File: src/rtl/booth_mac_pkg.sv
// booth_mac_pkg: shared FSM states, Booth digit codes and default sizing
package booth_mac_pkg;
  typedef enum logic [1:0] {IDLE, RUN, DONE} state_e;
  localparam logic [2:0] D_ZERO_LO = 3'b000;
  localparam logic [2:0] D_ZERO_HI = 3'b111;
  localparam logic [2:0] D_P2M     = 3'b011;
  localparam logic [2:0] D_M2M     = 3'b100;
  localparam int N_DEF     = 4;
  localparam int IDX_W_DEF = 2;
  function automatic int idx_w(input int n);
    return (n > 1) ? $clog2(n) : 1;
  endfunction
endpackage

File: src/rtl/Multiplier_Sub_Module.sv
// Multiplier_Sub_Module: 5-bit one's-complement partial product of a 4-bit unsigned operand
module Multiplier_Sub_Module (
  input  logic [3:0] Multiplicant,
  input  logic       Shift,
  input  logic       Negation,
  input  logic       Zero,
  output logic [4:0] Result
);
  logic [3:0] m_x;
  assign m_x    = Multiplicant ^ {4{Negation}};
  assign Result = Zero ? 5'd0 : Shift ? {m_x, 1'b0} : {Negation, m_x};
endmodule

File: src/rtl/booth_digit_decoder.sv
// booth_digit_decoder: radix-4 Booth triple to {shift, negate, zero} controls
module booth_digit_decoder
  import booth_mac_pkg::*;
(
  input  logic [2:0] triple_i,
  output logic       shift_o,
  output logic       neg_o,
  output logic       zero_o
);
  assign zero_o  = (triple_i == D_ZERO_LO) || (triple_i == D_ZERO_HI);
  assign shift_o = (triple_i == D_P2M) || (triple_i == D_M2M);
  assign neg_o   = triple_i[2] & ~zero_o;
endmodule

File: src/rtl/booth_mac_sequencer.sv
// booth_mac_sequencer: sequential radix-4 Booth multiply-accumulate with valid/ready result
module booth_mac_sequencer
  import booth_mac_pkg::*;
#(
  parameter int B_W   = 8,
  parameter int ACC_W = 20
) (
  input  logic                    Clk,
  input  logic                    Rst_n,
  input  logic                    In_Valid,
  output logic                    In_Ready,
  input  logic [3:0]              Multiplicant,
  input  logic [B_W-1:0]          Multiplier,
  input  logic                    Acc_Clear,
  output logic                    Out_Valid,
  input  logic                    Out_Ready,
  output logic signed [ACC_W-1:0] Acc_Out,
  output logic                    Overflow,
  output logic                    Busy
);
  localparam int N  = B_W / 2;
  localparam int IW = idx_w(N);
  state_e                   state_q, state_d;
  logic [3:0]               a_q, a_d;
  logic [B_W:0]             b_q, b_d;
  logic [IW-1:0]            idx_q, idx_d;
  logic signed [ACC_W-1:0]  acc_q, acc_d, acc_out_q, acc_out_d;
  logic                     ovf_q, ovf_d, out_valid_q, out_valid_d;
  logic                     shift, neg, zero, last, ovf_add;
  logic [4:0]               result;
  logic signed [ACC_W-1:0]  pp, weighted, sum;
  // b_q is shifted right two bits per digit, so the current triple is always its low bits
  booth_digit_decoder u_dec (
    .triple_i(b_q[2:0]),
    .shift_o (shift),
    .neg_o   (neg),
    .zero_o  (zero)
  );
  Multiplier_Sub_Module u_mul (
    .Multiplicant(a_q),
    .Shift       (shift),
    .Negation    (neg),
    .Zero        (zero),
    .Result      (result)
  );
  // One-extended negatives need +1 (plain) or +2 (shifted, LSB was forced to 0) to become two's complement
  always_comb begin
    pp       = neg ? {{(ACC_W-5){1'b1}}, result} + {{(ACC_W-2){1'b0}}, shift, ~shift}
                   : {{(ACC_W-5){1'b0}}, result};
    weighted = pp << {idx_q, 1'b0};
    sum      = acc_q + weighted;
    ovf_add  = (acc_q[ACC_W-1] == weighted[ACC_W-1]) && (sum[ACC_W-1] != acc_q[ACC_W-1]);
    last     = idx_q == IW'(N-1);
  end
  // Next-state and datapath update for IDLE accept/clear, RUN digit add, DONE handshake
  always_comb begin
    state_d     = state_q;
    a_d         = a_q;
    b_d         = b_q;
    idx_d       = idx_q;
    acc_d       = acc_q;
    acc_out_d   = acc_out_q;
    ovf_d       = ovf_q;
    out_valid_d = out_valid_q;
    if (state_q == IDLE) begin
      if (In_Valid) begin
        state_d = RUN;
        a_d     = Multiplicant;
        b_d     = {Multiplier, 1'b0};
        idx_d   = '0;
        if (Acc_Clear) begin
          acc_d = '0;
          ovf_d = 1'b0;
        end
      end else if (Acc_Clear) begin
        acc_d     = '0;
        acc_out_d = '0;
      end
    end else if (state_q == RUN) begin
      acc_d = sum;
      ovf_d = ovf_q | ovf_add;
      b_d   = b_q >> 2;
      idx_d = last ? '0 : idx_q + 1'b1;
      if (last) begin
        state_d     = DONE;
        acc_out_d   = sum;
        out_valid_d = 1'b1;
      end
    end else if (Out_Ready) begin
      state_d     = IDLE;
      out_valid_d = 1'b0;
    end
  end
  // State and datapath registers, cleared asynchronously
  always_ff @(posedge Clk or negedge Rst_n) begin
    if (!Rst_n) begin
      state_q     <= IDLE;
      a_q         <= '0;
      b_q         <= '0;
      idx_q       <= '0;
      acc_q       <= '0;
      acc_out_q   <= '0;
      ovf_q       <= 1'b0;
      out_valid_q <= 1'b0;
    end else begin
      state_q     <= state_d;
      a_q         <= a_d;
      b_q         <= b_d;
      idx_q       <= idx_d;
      acc_q       <= acc_d;
      acc_out_q   <= acc_out_d;
      ovf_q       <= ovf_d;
      out_valid_q <= out_valid_d;
    end
  end
  assign In_Ready  = state_q == IDLE;
  assign Busy      = state_q != IDLE;
  assign Out_Valid = out_valid_q;
  assign Acc_Out   = acc_out_q;
  assign Overflow  = ovf_q;
endmodule

File: config.mk
export PLATFORM = sky130hd
export DESIGN_NAME = booth_mac_sequencer
export DESIGN_NICKNAME = d
export VERILOG_FILES = /design/src/rtl/booth_mac_pkg.sv /design/src/rtl/Multiplier_Sub_Module.sv /design/src/rtl/booth_digit_decoder.sv /design/src/rtl/booth_mac_sequencer.sv
export SDC_FILE = /design/constraint.sdc
export NUM_CORES = 1
export LEC_CHECK = 0
export CELL_PAD_IN_SITES_DETAIL_PLACEMENT = 1
export CELL_PAD_IN_SITES_GLOBAL_PLACEMENT = 2
export CORE_ASPECT_RATIO = 1.1
export CORE_MARGIN = 2
export CORE_UTILIZATION = 35
export DETAILED_ROUTE_END_ITERATION = 16
export PLACE_DENSITY_LB_ADDON = 0.1
export SLEW_MARGIN = 5
export SYNTH_ARGS = -nofsm -noshare
export SYNTH_HDL_FRONTEND = slang
export SYNTH_SLANG_ARGS = --single-unit
File: constraint.sdc
create_clock -name Clk -period 6.4 [get_ports Clk]
set_input_delay 1.6 -clock Clk [delete_from_list [all_inputs] [get_ports Clk]]
set_output_delay 1.6 -clock Clk [all_outputs]
set_load 0.02 [all_outputs]
* Word level (Yosys, flattened, before mapping) *
Cells that the tools add are included.
Widths: inputs -> output; s select.

cells by class
  $add $sub $neg = 3
  equal/unequal tests = 12
  shifts and indexed selects = 1
  muxes and demuxes = 29
  bitwise logic cells = 6
  reductions and logical operators = 17

operators with widths
  kind                 number
  $mux 20              8
  $mux 9               3
  $add 20x20->20       1
  $shl 20x3->20        1
  $mux 2               9
  $mux 5               2
  $reduce_and 3->1     3
  $reduce_bool 2->1    4
  $add 6x3->7          1
  $mux 1               7
  $eq 3x3->1 const B   2
  $ne 2x2->1 const B   3
  $reduce_and 2->1     3
  $reduce_and 4->1     1
  $xor 4x4->4          1
  $eq 3x2->1 const B   1
  $logic_not 3->1      1
  $ne 3x3->1 const B   1
  $not 1->1            3
  $reduce_bool 3->1    1
  $add 2x1->2 const B  1
  $eq 2x1->1 const B   1
  $eq 2x2->1 const B   1
  $logic_not 2->1      1
  other kinds (7)      8

storage, ports and cells
  bits in registers = 59
  output and inout port bits = 24
  word-level logic and storage cells = 76

* Depth between registers and ports, before layout *
Gate-level depths: netlist of run 1.

  word-level depth = 16
  gate-level depth with buffers = 22

* Modules after synthesis *
From an unflattened synthesis of run 1, not the netlist that was laid out.

second synthesis, totals
  cells, all modules = 407
  area total of the unflattened synthesis = 3759.9 um^2

modules (own cells, without submodules)
  module                 instances  cells each  area each (um^2)  seq. area each (um^2)
  booth_mac_sequencer    1          386         3602.2            1476.4
  Multiplier_Sub_Module  1          14          120.1             0.0
  booth_digit_decoder    1          7           37.5              0.0

* Worst setup path after synthesis of run 1 *
OpenSTA, ideal clock, no wires.

  kind = reg2reg
  from = register b_q[2]
  to = register acc_q[19]
  data arrival time = 4442 ps
  required time = 6296 ps
  path slack = 1854 ps
  cell stages (with the launch flop) = 21
  clock period less this slack = 4546 ps
  cell sequence = dfrtp_1 clkbuf_1 nor2_1 nor2b_1 ha_1 inv_1 fa_1 or3_1 buf_6 nor2_1 a21oi_1 o21ai_1 mux2i_1 ha_1 and3_1 a221oi_1 o21ai_0 a211oi_1 nor2_1 xnor2_1 o311ai_1

on the way
  word-level cells in the longest chain between the ends = 13

ends and longest elaborated chain
  item                                                  RTL line                     source
  start, declared                                       booth_mac_sequencer.sv:25    logic [B_W:0] b_q, b_d;
  start signal, assigned                                booth_mac_sequencer.sv:99    b_q <= '0;
  start signal, assigned                                booth_mac_sequencer.sv:108   b_q <= b_d;
  $eq 3x3->1 / $logic_not 3->1 (equally long branches)  booth_digit_decoder.sv:10    assign zero_o = (triple_i == D_ZERO_LO) || (triple_i == D_ZERO_HI);
  $logic_or 1x1->1                                      booth_digit_decoder.sv:10
  $not 1->1                                             booth_digit_decoder.sv:12    assign neg_o = triple_i[2] & ~zero_o;
  $and 1x1->1                                           booth_digit_decoder.sv:12
  $xor 4x4->4                                           Multiplier_Sub_Module.sv:10  assign m_x = Multiplicant ^ {4{Negation}};
  $mux 5 (2 in series)                                  Multiplier_Sub_Module.sv:11  assign Result = Zero ? 5'd0 : Shift ? {m_x, 1'b0} : {Negation, m_x};
  $add 6x3->7                                           booth_mac_sequencer.sv:48    pp = neg ? {{(ACC_W-5){1'b1}}, result} + {{(ACC_W-2){1'b0}}, shift, ~shift}
  $mux 20 (*)                                           booth_mac_sequencer.sv:48
  $shl 20x3->20 (*)                                     booth_mac_sequencer.sv:50    weighted = pp << {idx_q, 1'b0};
  $add 20x20->20 (*)                                    booth_mac_sequencer.sv:51    sum = acc_q + weighted;
  $mux 20 (*)                                           booth_mac_sequencer.sv:79    end else if (state_q == RUN) begin
  $mux 20 (*)                                           booth_mac_sequencer.sv:65    if (state_q == IDLE) begin
  end signal, assigned                                  booth_mac_sequencer.sv:101   acc_q <= '0;
  end signal, assigned                                  booth_mac_sequencer.sv:110   acc_q <= acc_d;
  end, declared                                         booth_mac_sequencer.sv:27    logic signed [ACC_W-1:0] acc_q, acc_d, acc_out_q, acc_out_d;

Every way passes the cells marked *; elsewhere a longest branch is shown, timed or not. The select of a mux whose other input is x is not followed.
A chain may end at the register's enable or synchronous reset.

* Worst setup path in the final report of run 1 *
Ends and elaborated chain as after synthesis.

==> results of run 1 <==
## cells by family (layout without fill, tap and decap cells)
group           after synthesis  after routing  synth area share [%]
mux                          10             10                  2.83
simple gates                133            133                  16.6
compound gates              134            134                  23.2
fa+ha+maj                    24             24                  8.39
buf+inv                      27             64                  2.96
xor+xnor                     27             27                  6.66
flops                        59             59                  39.3
## cell type report
cell class | instances | area (µm²) | area share (%)
multi-input combinational | 328 | 2180 | 48.0
sequential | 59 | 1480 | 32.6
timing repair buffer | 43 | 418 | 9.22
clock buffer | 12 | 246 | 5.44
tap | 143 | 179 | 3.95
inverter | 6 | 22.5 | 0.497
clock inverter | 3 | 15.0 | 0.331
## worst min-delay path, stage by stage (launching register included)
cell and delay, ns:
dfrtp_1 0.33, nand2_1 0.05, o21ai_0 0.06
## layout by cell type (no fill, tap or decap), types with 3 or more instances in the layout
| cell | Yosys | routed |
|---|---|---|
| a211oi_1 | 4 | 4 |
| a21o_1 | 8 | 8 |
| a21oi_1 | 23 | 23 |
| a22o_1 | 16 | 16 |
| a22oi_1 | 6 | 6 |
| and2_1 | 3 | 3 |
| buf_4 | 0 | 3 |
| clkbuf_16 | 0 | 9 |
| clkdlybuf4s50_1 | 0 | 39 |
| clkinv_2 | 0 | 3 |
| dfrtp_1 | 59 | 59 |
| ha_1 | 22 | 22 |
| inv_1 | 4 | 4 |
| mux2_2 | 5 | 5 |
| mux2i_1 | 5 | 5 |
| nand2_1 | 67 | 67 |
| nand2b_1 | 6 | 6 |
| nand3_1 | 4 | 4 |
| nor2_1 | 19 | 19 |
| nor2b_1 | 7 | 7 |
| nor3_1 | 8 | 8 |
| o21ai_0 | 19 | 19 |
| o21ai_1 | 30 | 29 |
| o21bai_1 | 4 | 3 |
| o31ai_1 | 6 | 6 |
| or3_1 | 3 | 3 |
| xnor2_1 | 14 | 14 |
| xor2_1 | 12 | 12 |
## power by group
group | leakage, nW | switching, mW | total, mW | internal, mW
clock | 0.132 | 0.166 | 0.434 | 0.268
combinational | 1.15 | 0.973 | 1.68 | 0.702
sequential | 0.763 | 0.167 | 0.691 | 0.524
## through the flow
stage                     utilization (%)  power, mW  area (µm²)  instances  worst slack [ns]
final                                43.4       2.80        4530        594              1.21
after floorplan                         -       1.91        3760        414              1.85
after detailed placement             40.9       2.39        4270        579              1.17
after global routing                 43.4       3.08        4530        594             0.611
after global placement               40.9       2.35        4270        579              1.36
after CTS                            43.4       2.84        4530        594              1.16
## per-layer routing
| metal | global-route usage [%] | vias to the layer above | routed length (µm) |
|---|---|---|---|
| li1 | - | 1552 | - |
| met2 | 28.8 | 45 | 4530 |
| met5 | 0 | - | 0 |
| met3 | 4.79 | 9 | 302 |
| met4 | 5.53 | 0 | 126 |
| met1 | 25.5 | 1566 | 4720 |
## path summary, 6_finish.rpt
kind	from	end	slack (ns)	cells after the start
max reg2reg	b_q[2]	acc_q[19]	1.21	17
min in group asynchronous	Rst_n	a_q[0]	1.45	2
max	b_q[2]	acc_q[19]	1.21	17
max in group asynchronous	Rst_n	Acc_Out[18]	4.45	2
min reg2reg	Acc_Out[5]	Acc_Out[5]	0.48	2
min	Acc_Out[5]	Acc_Out[5]	0.48	2
## registers in the layout, indices dropped and copies added, names as in the netlist
register and flops:
idx_q 2, Overflow 1, acc_q 20, b_q 9, Acc_Out 20, a_q 4, state_q 2, Out_Valid 1
==> impl_results.md, run 1 <==
- Post-Synthesis Cells: 414
- Hold-fix buffers, CTS: 0
- Die W: around 100 µm
- Die ar.: around 0.012 mm²
- Clock Sinks: between 50 and 60
- Critical Path AT: between 5 and 6 ns
- RD Place Congestion: 0.803
- TritonCTS clock tree: built
- Endpoints failing hold: 0
- Layout cells sized above 1: roughly 6.9%
- Max-cap violations: 0
- H-tree levels: 3
- Hold Slack: ~0.48 ns
- Final Max Tran Viols: 0
- Antenna Diode Count: 0
- CP Class: reg -> reg
- Top post-synthesis cells by area: dfrtp_1, ha_1, nand2_1
- Sequential area share after synthesis: between 30% and 40%
- Syn_nets: around 460
- Setup Total Neg Slack: 0 ns
- Syn-to-layout area delta: 20.7%
- Core box area: 0.0104 mm²
- Status: finished clean
- Syn. warnings: 0
- Die Y: 113 µm
- Crit-path max FO: 15
- Syn Area/Cell: 9.07 µm²
- Slowest cell on crit path: dfrtp_1
- Worst path most repeated cell: nor2_1
- Most frequent cell after synthesis: nand2_1
- FFs w/ async S/R, synth: 100%
- Layout Skew: 0.00544 ns
- Root buf cell: clkbuf_16
- F_max: about 190 MHz
- EDFF count, synth: 0
- Final period util: slightly above 80%
- RSZ-0062 raised after global routing: no
- Starting density of the core: between 30 and 40%
- Num CTS Buffers: 9
- Clk slew on worst S/H paths: approximately 0.050 ns
- Vias in the first global route: around 3300
- Netlist cell types: 54
- Top delay family on crit path: compound AO/OA/AOI/OAI gates
- Routed WL: around 9700 µm
- Max_slew headroom: a little under 30%
- CP required: 6.61 ns
- Worst Setup End Kind: flop
- Worst slew pin tran: 1.05 ns
- Synth top area share: between 30% and 40%
- Tmin final: ~5.2 ns
- Vias per std cell: roughly 5.3
- Row cnt: 39
- Setup Buffers After CTS: 0
- Post-synth top flop: dfrtp_1
- Max incr delay on CP: roughly 0.63 ns
- Crit path launch type: flop
- Resized Gates After CTS: 0
- VDD IR max: 325 µV
- Worst Hold Class: reg -> reg
- Synth Cell Area: approximately 0.0038 mm²
- # setup viols final: 0
- NumNets Final: slightly below 500
- First-pass GRT wire length: roughly 17000 µm
- Pwr/cell area: ~600 mW/mm²
- #FFs+latches synth: between 50 and 60
- GR Util All Layers: between 15 and 20%
- CP Cell Sequence: or3b_1 > o221ai_1 > inv_1 > fa_1 > or3_1 > nor2_1 > a21oi_1 > o21ai_1 > mux2i_1 > ha_1 > and3_1 > a221oi_1 > o21ai_0 > a211oi_1 > nor2_1 > xnor2_1 > o311ai_1
- Leak: 2.04 nW
- Dominant cell type by area after synthesis: dfrtp_1
- DRC: 0
- Io pins: between 40 and 50
- Post-DP HPWL: between 6000 and 7000 µm
- Total gr overflow: 0
- Post-synth top cells: nand2_1, dfrtp_1, o21ai_1
- Drt first pass iters: 4
- Drt first-iter violations: 80
- Worst skew pair latency: about 0.32 ns
- DR WL/cell: approximately 16 µm
- ANT nets after route: 0
- Worst Path Buf+Inv: 1
- Antenna violations before repair: 0
- Largest net degree at the start of global routing: 60
- CTS max path bufs: 2
- Via count: ~3200
- # fillers: roughly 1300
- PortBufs: 40
(Power assumes the default switching activity.)
==> run 2: changes to the inputs <==
Settings changed: CORE_UTILIZATION 35 to 32.
Clock period 6.4 ns to 4.4 ns, I/O delays scaled along.
==> impl_results.md, run 2 (synthesis gave the netlist of run 1 again) <==
- Layout Skew: 0.00782 ns (+0.00237 ns)
- Syn-to-layout area delta: 40.8%
- Reg2Reg Depth: 16 (-1)
- Antenna violations before repair: 0 (unchanged)
- Pwr/cell area: 932 mW/mm² (+51%)
- Clk slew on worst S/H paths: 0.05 ns (about the same)
- NumNets Final: 550 (+13%)
- PortBufs: 40 (unchanged)
- Layout cells sized above 1: 25.9% (+19 points)
- ANT nets after route: 0 (unchanged)
- Worst skew pair latency: 0.34 ns (+0.02 ns)
- Pre-CTS WS: -0.229 ns (-1.40 ns)
- Placed Cells: 638 (+10%)
- Setup ws final: 0.148 ns (-1.07 ns)
- TritonCTS clock tree: built
- Root buf cell: clkbuf_16
- Die W: 107 µm (+4.4%)
- Worst Hold Class: reg -> reg
- DR WL/cell: 17.1 µm (+5.1%)
- # setup viols final: 0 (unchanged)
- F_max: 235 MHz (+22%)
- WHS Path Cells: 2 (unchanged)
- P_int: 2.74 mW (+83%)
- Via count: 3460 (+9.1%)
- Flop pwr share: 20.0% (-4.7 points)
- CTS max path bufs: 2 (unchanged)
- Leak: 2.42 nW (+18%)
- Max_slew headroom: 41.9% (+12 points)
- Vias per std cell: 5.22 (-2.3%)
- Drt first-iter violations: 97 (+21%)
- Non-Filler Instances: 663 (+12%)
- Max-cap violations: 0 (unchanged)
- VDD IR max: 332 µV (+2.2%)
- RSZ-0062 raised after global routing: yes
- Final period util: 96.6% (+16 points)
- Antenna Diode Count: 0 (unchanged)
- DRC: 0 (unchanged)
- Crit path launch type: flop
- Core box area: 0.0114 mm² (+9.5%)
- Drt first pass iters: 5 (+1)
- Endpoints failing hold: 0 (unchanged)
- Post-DP HPWL: 7820 µm (+14%)
- Num CTS Buffers: 9 (unchanged)
- Most frequent cells in the layout: nand2_1, buf_4, dfrtp_1
- H-tree levels: 3 (unchanged)
- Die ar.: 0.0126 mm² (+9.0%)
- Row cnt: 41 (+5.1%)
- First-pass GRT wire length: 19100 µm (+14%)
- Die Y: 118 µm (+4.4%)
- Most common cell after layout, fill and taps aside: nand2_1
- CP required: 4.61 ns (-2.00 ns)
- Comb pwr share: 65.5% (+5.7 points)
- Clock Sinks: 59 (unchanged)
- Final Core Density: 46.2% (+2.8 points)
- Hold-fix buffers, CTS: 0 (unchanged)
- Io pins: 41 (unchanged)
- RD Place Congestion: 0.859 (+7.0%)
- Vias in the first global route: 3794 (+15%)
- WL met2: 5660 µm (+25%)
- Status: finished clean
- Switching power total: 2.19 mW (+67%)
- Worst slew pin tran: 0.871 ns (-0.179 ns)
- GR Util All Layers: 19.3% (+0.70 points)
- Highest routed metal layer: met4
- Worst Setup End Kind: flop
- Tmin final: 4.25 ns (-0.935 ns)
- Hold Slack: 0.477 ns (-0.000406 ns)
- Total gr overflow: 0 (unchanged)
- Overall Power: 4.93 mW (+76%)
- Largest net degree at the start of global routing: 33 (-45%)
- CP Class: reg -> reg
- Critical Path AT: 4.46 ns (-0.94 ns)
- Starting density of the core: 32.8% (-3.1 points)
- M1 WL: 5250 µm (+11%)
- WL met3: 242 µm (-20%)
- Final Max Tran Viols: 0 (unchanged)
- Net Sw Frac: 44.4% (-2.2 points)
- Crit-path max FO: 6 (-9)
- Clk pwr share: 14.4% (-1.1 points)
- Routed WL: 11300 µm (+17%)
-- run 2: cell type report --
type | count | area, µm²
inverters | 6 | 22.5
clock buffers | 14 | 294
repair buffers | 105 | 887
well taps | 150 | 188
multi-input cells | 328 | 2410
clock inverters | 1 | 5.00
fillers | 1331 | 6150
flip-flops and latches | 59 | 1480
-- run 2: path summary, 6_finish.rpt --
path	startpoint	to	slack, ns
max	b_q[0]	acc_q[18]	0.15
min in group asynchronous	Rst_n	a_q[1]	0.81
min reg2reg	Acc_Out[7]	Acc_Out[7]	0.48
max in group asynchronous	Rst_n	acc_q[17]	2.66
min	Acc_Out[7]	Acc_Out[7]	0.48
max reg2reg	b_q[0]	acc_q[18]	0.15
-- run 2: worst max-delay path, cell delays in order, from the launching register on --
cell,delay [ns]
dfrtp_1,0.41
or3b_4,0.43
o221ai_2,0.18
inv_1,0.08
fa_2,0.34
or3_4,0.46
buf_4,0.17
o21ai_4,0.19
mux2i_1,0.10
ha_1,0.37
and3_4,0.19
a221oi_4,0.23
a21oi_1,0.09
a311o_1,0.31
o311ai_2,0.24
xor2_1,0.24
o21ai_1,0.10
-- run 2: power by group through the flow --
stage / combinational (mW) / sequential, mW / clock (mW)
finish: 3.23 / 0.987 / 0.712
CTS: 3.04 / 0.978 / 0.724
global placement: 2.88 / 0.974 / 0
floorplan: 1.82 / 0.964 / 0
global route: 3.59 / 1.02 / 0.745
detailed placement: 2.94 / 0.983 / 0
-- run 2: per-stage QoR --
stage	TNS [ns]	area (µm²)
after floorplan	0	3760
after global placement	-0.953	4680
after detailed placement	-1.59	4680
after CTS	0	5050
after global routing	-0.232	5290
final	0	5290
-- run 2: repair_timing --
| action | in CTS | in global routing |
|---|---|---|
| gates cloned | 0 | 0 |
| pin swaps | 8 | 23 |
| endpoints found under the setup margin | 15 | 19 |
| setup buffers | 4 | 6 |
| endpoints found under the hold margin | 0 | 0 |
| gates resized for setup | 11 | 39 |
-- run 2: per-layer routing --
layer / vias up / global-route usage (%)
li1: 1678 / -
met1: 1715 / 24.6
met2: 52 / 32.4
met3: 15 / 2.77
met4: 0 / 8.04
met5: - / 0
==> run 3: changes to the inputs <==
Settings changed: PLACE_DENSITY set to 0.78, PLACE_DENSITY_LB_ADDON 0.1 to unset, RECOVER_POWER set to 100.
==> impl_results.md, run 3 (synthesis gave the netlist of run 1 again) <==
- Overall Power: 4.78 mW (-2.9%)
- Pwr/cell area: 920 mW/mm² (-1.2%)
- Violated checks: capacitance limit, slew limit
- Worst Hold Class: reg -> reg
- DRC: 0 (unchanged)
- Routed WL: 10700 µm (-5.4%)
- Worst skew pair latency: 0.33 ns (about the same)
- Die ar.: 0.0126 mm² (unchanged)
- Vias in the first global route: 3719 (-2.0%)
- Die W: 107 µm (unchanged)
- Final period util: 96.7% (about the same)
- RSZ-0062 raised after global routing: yes
- Most common cell after layout, fill and taps aside: nand2_1
- F_max: 235 MHz (about the same)
- Core box area: 0.0114 mm² (unchanged)
- # fillers: 1289 (-3.2%)
- Placed Cells: 631 (-1.1%)
- Reg2Reg Depth: 16 (unchanged)
- NumNets Final: 538 (-2.2%)
- Crit path launch type: flop
- Crit-path max FO: 5 (-1)
- CP required: 4.61 ns (about the same)
- Status: complete, but fails checks
- VDD IR max: 305 µV (-8.4%)
- Setup ws final: 0.145 ns (-0.00255 ns)
- Final Core Density: 45.4% (-0.81 points)
- Starting density of the core: 32.8% (unchanged)
- Worst Hold Launch: Acc_Out[0]
- Critical Path AT: 4.47 ns (about the same)
- Most frequent cells in the layout: nand2_1, dfrtp_1, buf_4
- H-tree levels: 3 (unchanged)
- Reg2reg setup slack: 0.15 ns (about the same)
- Antenna violations before repair: 0 (unchanged)
- Worst reg2reg endpoint: acc_q[18]
- Io pins: 41 (unchanged)
- Leak: 2.38 nW (-1.6%)
- Syn-to-layout area delta: 38.3%
- Worst R2R Start: b_q[0]
- Row cnt: 41 (unchanged)
- Num CTS Buffers: 9 (unchanged)
- Clk slew on worst S/H paths: 0.05 ns (about the same)
- Drt first-iter violations: 83 (-14%)
- Worst Setup End Kind: flop
- Root buf cell: clkbuf_16
- RD Place Congestion: 0.858 (-0.15%)
- Hold worst-path end: Acc_Out[0]
- Post-DP HPWL: 7730 µm (-1.2%)
- ANT nets after route: 0 (unchanged)
- Via count: 3342 (-3.4%)
- Tmin final: 4.25 ns (+0.00255 ns)
- Vias per std cell: 5.13 (-1.6%)
- # setup viols final: 0 (unchanged)
- First-pass GRT wire length: 18100 µm (-5.0%)
- WHS Path Cells: 2 (unchanged)
- CTS max path bufs: 2 (unchanged)
- Endpoints failing hold: 0 (unchanged)
- PortBufs: 40 (unchanged)
- Largest net degree at the start of global routing: 42 (+27%)
- Die Y: 118 µm (unchanged)
- TritonCTS clock tree: built
- Layout cells sized above 1: 23.0% (-3.0 points)
- DR WL/cell: 16.5 µm (-3.7%)
- Pre-CTS WS: -0.245 ns (-0.0160 ns)
- CP Class: reg -> reg
- Worst slew pin tran: 2.25 ns (+1.38 ns)
- Antenna Diode Count: 0 (unchanged)
- Max_slew headroom: -50.3% (-92 points)
- Final Max Tran Viols: 74 (+74)
- Total gr overflow: 0 (unchanged)
- Layout Skew: 0.00549 ns (-0.00233 ns)
- GR Util All Layers: 17.9% (-1.3 points)
- Non-Filler Instances: 651 (-1.8%)
- Clock Sinks: 59 (unchanged)
- Max-cap violations: 2 (+2)
- Drt first pass iters: 4 (-1)
[run 3: cell count changes in the layout (fill, tap and decap cells not counted), moves of 2 or more]
cell             previous run  this run
o21ai_2                     4         2
o21ai_0                    16        25
clkbuf_1                    0         6
o21ai_1                    28        22
clkdlybuf4s50_1            39        15
clkbuf_8                    5         2
ha_1                       18        16
ha_4                        2         4
buf_4                      64        47
dlygate4sd3_1               0        24
a211oi_1                    1         3
[run 3: where the power goes]
part	internal, mW	leakage (nW)	switching [mW]
clock	0.465	0.146	0.239
combinational	1.42	1.47	1.68
sequential	0.764	0.763	0.212
total	2.65	2.38	2.13
[run 3: how the worst max path moves through the flow]
stage | start | end
floorplan | b_q[2] | acc_q[18]
global placement | b_q[1] | acc_q[18]
detailed placement | b_q[1] | acc_q[19]
CTS | b_q[1] | acc_q[19]
global route | b_q[0] | acc_q[18]
finish | b_q[0] | acc_q[18]
[run 3: metal layers]
metal  wire [µm]  vias to the layer above  global-route usage (%)
met5           0                        -                       0
li1            -                     1656                       -
met2        5570                       21                    31.1
met1        4770                     1650                    22.1
met4         159                        0                    5.44
met3         228                       15                    3.82
[run 3: timing repair]
item	CTS	global route
hold endpoints to repair	0	0
pin swaps	7	26
setup endpoints to repair	15	19
setup buffers	2	3
resized for setup	14	41
hold buffers	0	0
[run 3: per-stage QoR]
step	cell area (µm²)	hold slack, ns	TNS [ns]
floorplan	3760	0.455	0
CTS	4990	0.489	0
finish	5190	0.477	0
global placement	4620	0.468	-0.0497
global route	5190	0.515	-0.234
detailed placement	4620	0.477	-1.56
[run 3: final cells by class]
type | instances | area [µm²] | share of cell area (%)
multi-input cells | 328 | 2430 | 46.7
flip-flops and latches | 59 | 1480 | 28.4
well taps | 150 | 188 | 3.61
clock inverters | 2 | 35.0 | 0.674
repair buffers | 93 | 786 | 15.1
inverters | 6 | 22.5 | 0.434
clock buffers | 13 | 260 | 5.01
[run 3: critical path, stage by stage (launching register included)]
cell,delay [ns]
dfrtp_1,0.42
or3b_4,0.45
o221ai_4,0.19
inv_2,0.06
fa_2,0.34
or3_4,0.44
nor3_4,0.19
nor2_1,0.08
o211a_1,0.25
ha_4,0.18
nor4_2,0.28
o21ai_1,0.19
and2_4,0.19
a311o_1,0.29
o311ai_2,0.29
xor2_1,0.21
o21ai_1,0.07
==> RTL change, RTL diff (settings of run 1) <==
`ACC_W`: 20 -> 10.
--- a/src/rtl/booth_mac_sequencer.sv
+++ b/src/rtl/booth_mac_sequencer.sv
@@ -4,5 +4,5 @@
 #(
   parameter int B_W   = 8,
-  parameter int ACC_W = 20
+  parameter int ACC_W = 10
 ) (
   input  logic                    Clk,
Ports: changed (resized Acc_Out); port bits go from 41 to 31. The function was not compared with the original's and may differ.
==> RTL change against run 1 <==
- wire length shrank 33%
- highest routed layer unchanged
- final cell count shrank 33%
- area after synthesis shrank 30%
- sequential cell count shrank 20
- power shrank 36%
- setup slack gained 0.44 ns
- clock power shrank 50%
- final area shrank 32%
- utilization shrank 1.7 points
- sequential share of layout area shrank 0.73 points
==> RTL change: results (changes against run 1) <==
| Metric | Value |
|---|---|
| Largest driver fanout on the critical path | 19 (+4) |
| Placed cell count | 390 (-33%) |
| Total nets after synthesis | 318 (-30%) |
| Place WS | 1.62 ns (+0.451 ns) |
| DRC violations left | 0 (unchanged) |
| Number of antenna violations at the first check in global routing | 0 (unchanged) |
| Sum of net half-perimeters after detailed placement | 4830 um (-30%) |
| Path type of the worst min-delay path | flop to flop |
| Fraction of the mapped netlist area in compound gates | 22.5% (-0.75 points) |
| Number of global-route vias before repair | 2173 (-34%) |
| Sequential fraction of the synthesis area | 37.4% (-1.9 points) |
| Clock slew at the register clock pins of the worst setup and hold paths | 0.08 ns (+0.03 ns) |
| Placed standard-cell area | 2950 um2 (-31%) |
| Maximum number of pins on one net before global-route repair | 40 (-33%) |
| XOR/XNOR share of the synthesized area | 6.23% (-0.43 points) |
| Root Buffer Master | clkbuf_8 |
| Commonest cells in the synthesized netlist | 45 x nand2_1, 39 x dfrtp_1, 30 x o21ai_0 |
| Internal cell power | 941 uW (-37%) |
| Proportion of layout cells with a drive suffix above 1 | 8.68% (+1.8 points) |
| Adder-Cell Fraction of Synth Area | 7.28% (-1.1 points) |
| Final instance count without filler cells | 398 (-33%) |
| Max clock buf depth | 2 (unchanged) |
| # Post-CTS Setup Buffers | 0 (unchanged) |
| Leakage power | 1.34 nW (-34%) |
| Post-Route Utilization | 41.7% (-1.7 points) |
| Routability congestion estimate | 0.715 (-11%) |
| Worst vdd rail ir drop | 0.250 mV (-23%) |
| Mux contribution to synthesized area | 3.79% (+0.95 points) |
| Iteration-0 DRC count of the detailed router | 65 (-19%) |
| Outcome | complete, no violations |
| Hold path startpoint | Acc_Out[3]$_DFFE_PN0P_ |
| Leading cell types by total area after synthesis | dfrtp_1 37%, nand2_1 6.5%, ha_1 5.7%, o21ai_0 5.7%, xor2_1 3.0% |
| Max-Slew Margin vs Limit | 39.6% (+9.9 points) |
| Synth unique cells | 56 (+3.7%) |
| Total Routing Usage GR | 16.8% (-1.7 points) |
| Via count normalized by instance count | 5.38 (+0.69%) |
| Clock insertion delay at the later pin of the skew report | 0.29 ns (-0.03 ns) |
| Count of filler cells inserted in the layout | 871 (-31%) |
| Worst EP arrival | 4.97 ns (-0.43 ns) |
| IO Port Bufs | 30 (-25%) |
| Final #Nets | 341 (-30%) |
| Final WL | 6480 um (-33%) |
| First-pass GRT wire length | 10900 um (-35%) |
| Quantity of gates resized following cts | 0 (unchanged) |
| Number of buffers created by CTS | 5 (-4) |
| Max stage delay on crit path | 0.61 ns (-0.02 ns) |
| Layout Skew | 0.00957 ns (+0.00412 ns) |
| Clock H-tree levels | 2 (-1) |
| Post-Synthesis Cells | 287 (-31%) |
==> RTL change: cell types whose count changed after synthesis, sizes merged, moves of 6 or more <==
cell    delta
a21o       -6
a21oi      -7
a22o       -9
clkbuf     -9
dfrtp     -20
ha        -10
nand2     -22
o21ai     -20
xnor2      -7
==> RTL change: kinds of logic after synthesis <==
family | Yosys count
and+or+nand+nor | 95
AOI/OAI and AO/OA | 88
DFF | 39
buffers and inverters | 25
xor gates and xnor gates | 17
adders and majority gates | 14
muxes | 9
==> RTL change: path summary, 6_finish.rpt <==
path,end,slack [ns]
min in group asynchronous,b_q[8]$_DFFE_PN0P_,1.43
max in group asynchronous,acc_q[5]$_DFFE_PN0P_,4.40
worst min register to register,Acc_Out[3]$_DFFE_PN0P_,0.48
worst max register to register,acc_q[9]$_DFFE_PN0P_,1.65
worst min-delay path,Acc_Out[3]$_DFFE_PN0P_,0.48
worst max-delay path,acc_q[9]$_DFFE_PN0P_,1.65
==> RTL change: per-layer routing <==
layer / GRT usage, % / wire, um
met5: 0 / 0
met4: 5.21 / 108
met3: 2.27 / 87
met2: 25.1 / 2880
met1: 25.1 / 3400
==> RTL change: power by group through the flow <==
stage	clock network, mW	registers (mW)	logic [mW]
after floorplan	0	0.442	0.840
after global placement	0	0.499	1.07
after detailed placement	0	0.502	1.08
after CTS	0.227	0.496	1.09
after global routing	0.235	0.518	1.22
final	0.219	0.494	1.07
==> RTL change: final cells by class <==
class	count	area share, %
clock inverter	2	1.14
sequential	39	31.8
tap	87	3.55
inverter	10	1.22
clock buffer	6	2.69
timing repair buffer	31	9.88
multi-input combinational	223	49.7
==> RTL change: worst min-delay path, delay by kind of cell, from the launching register on <==
family,cells,cell delay (ns)
AOI/OAI and AO/OA,1,0.06
DFF,1,0.35
and+or+nand+nor,1,0.04
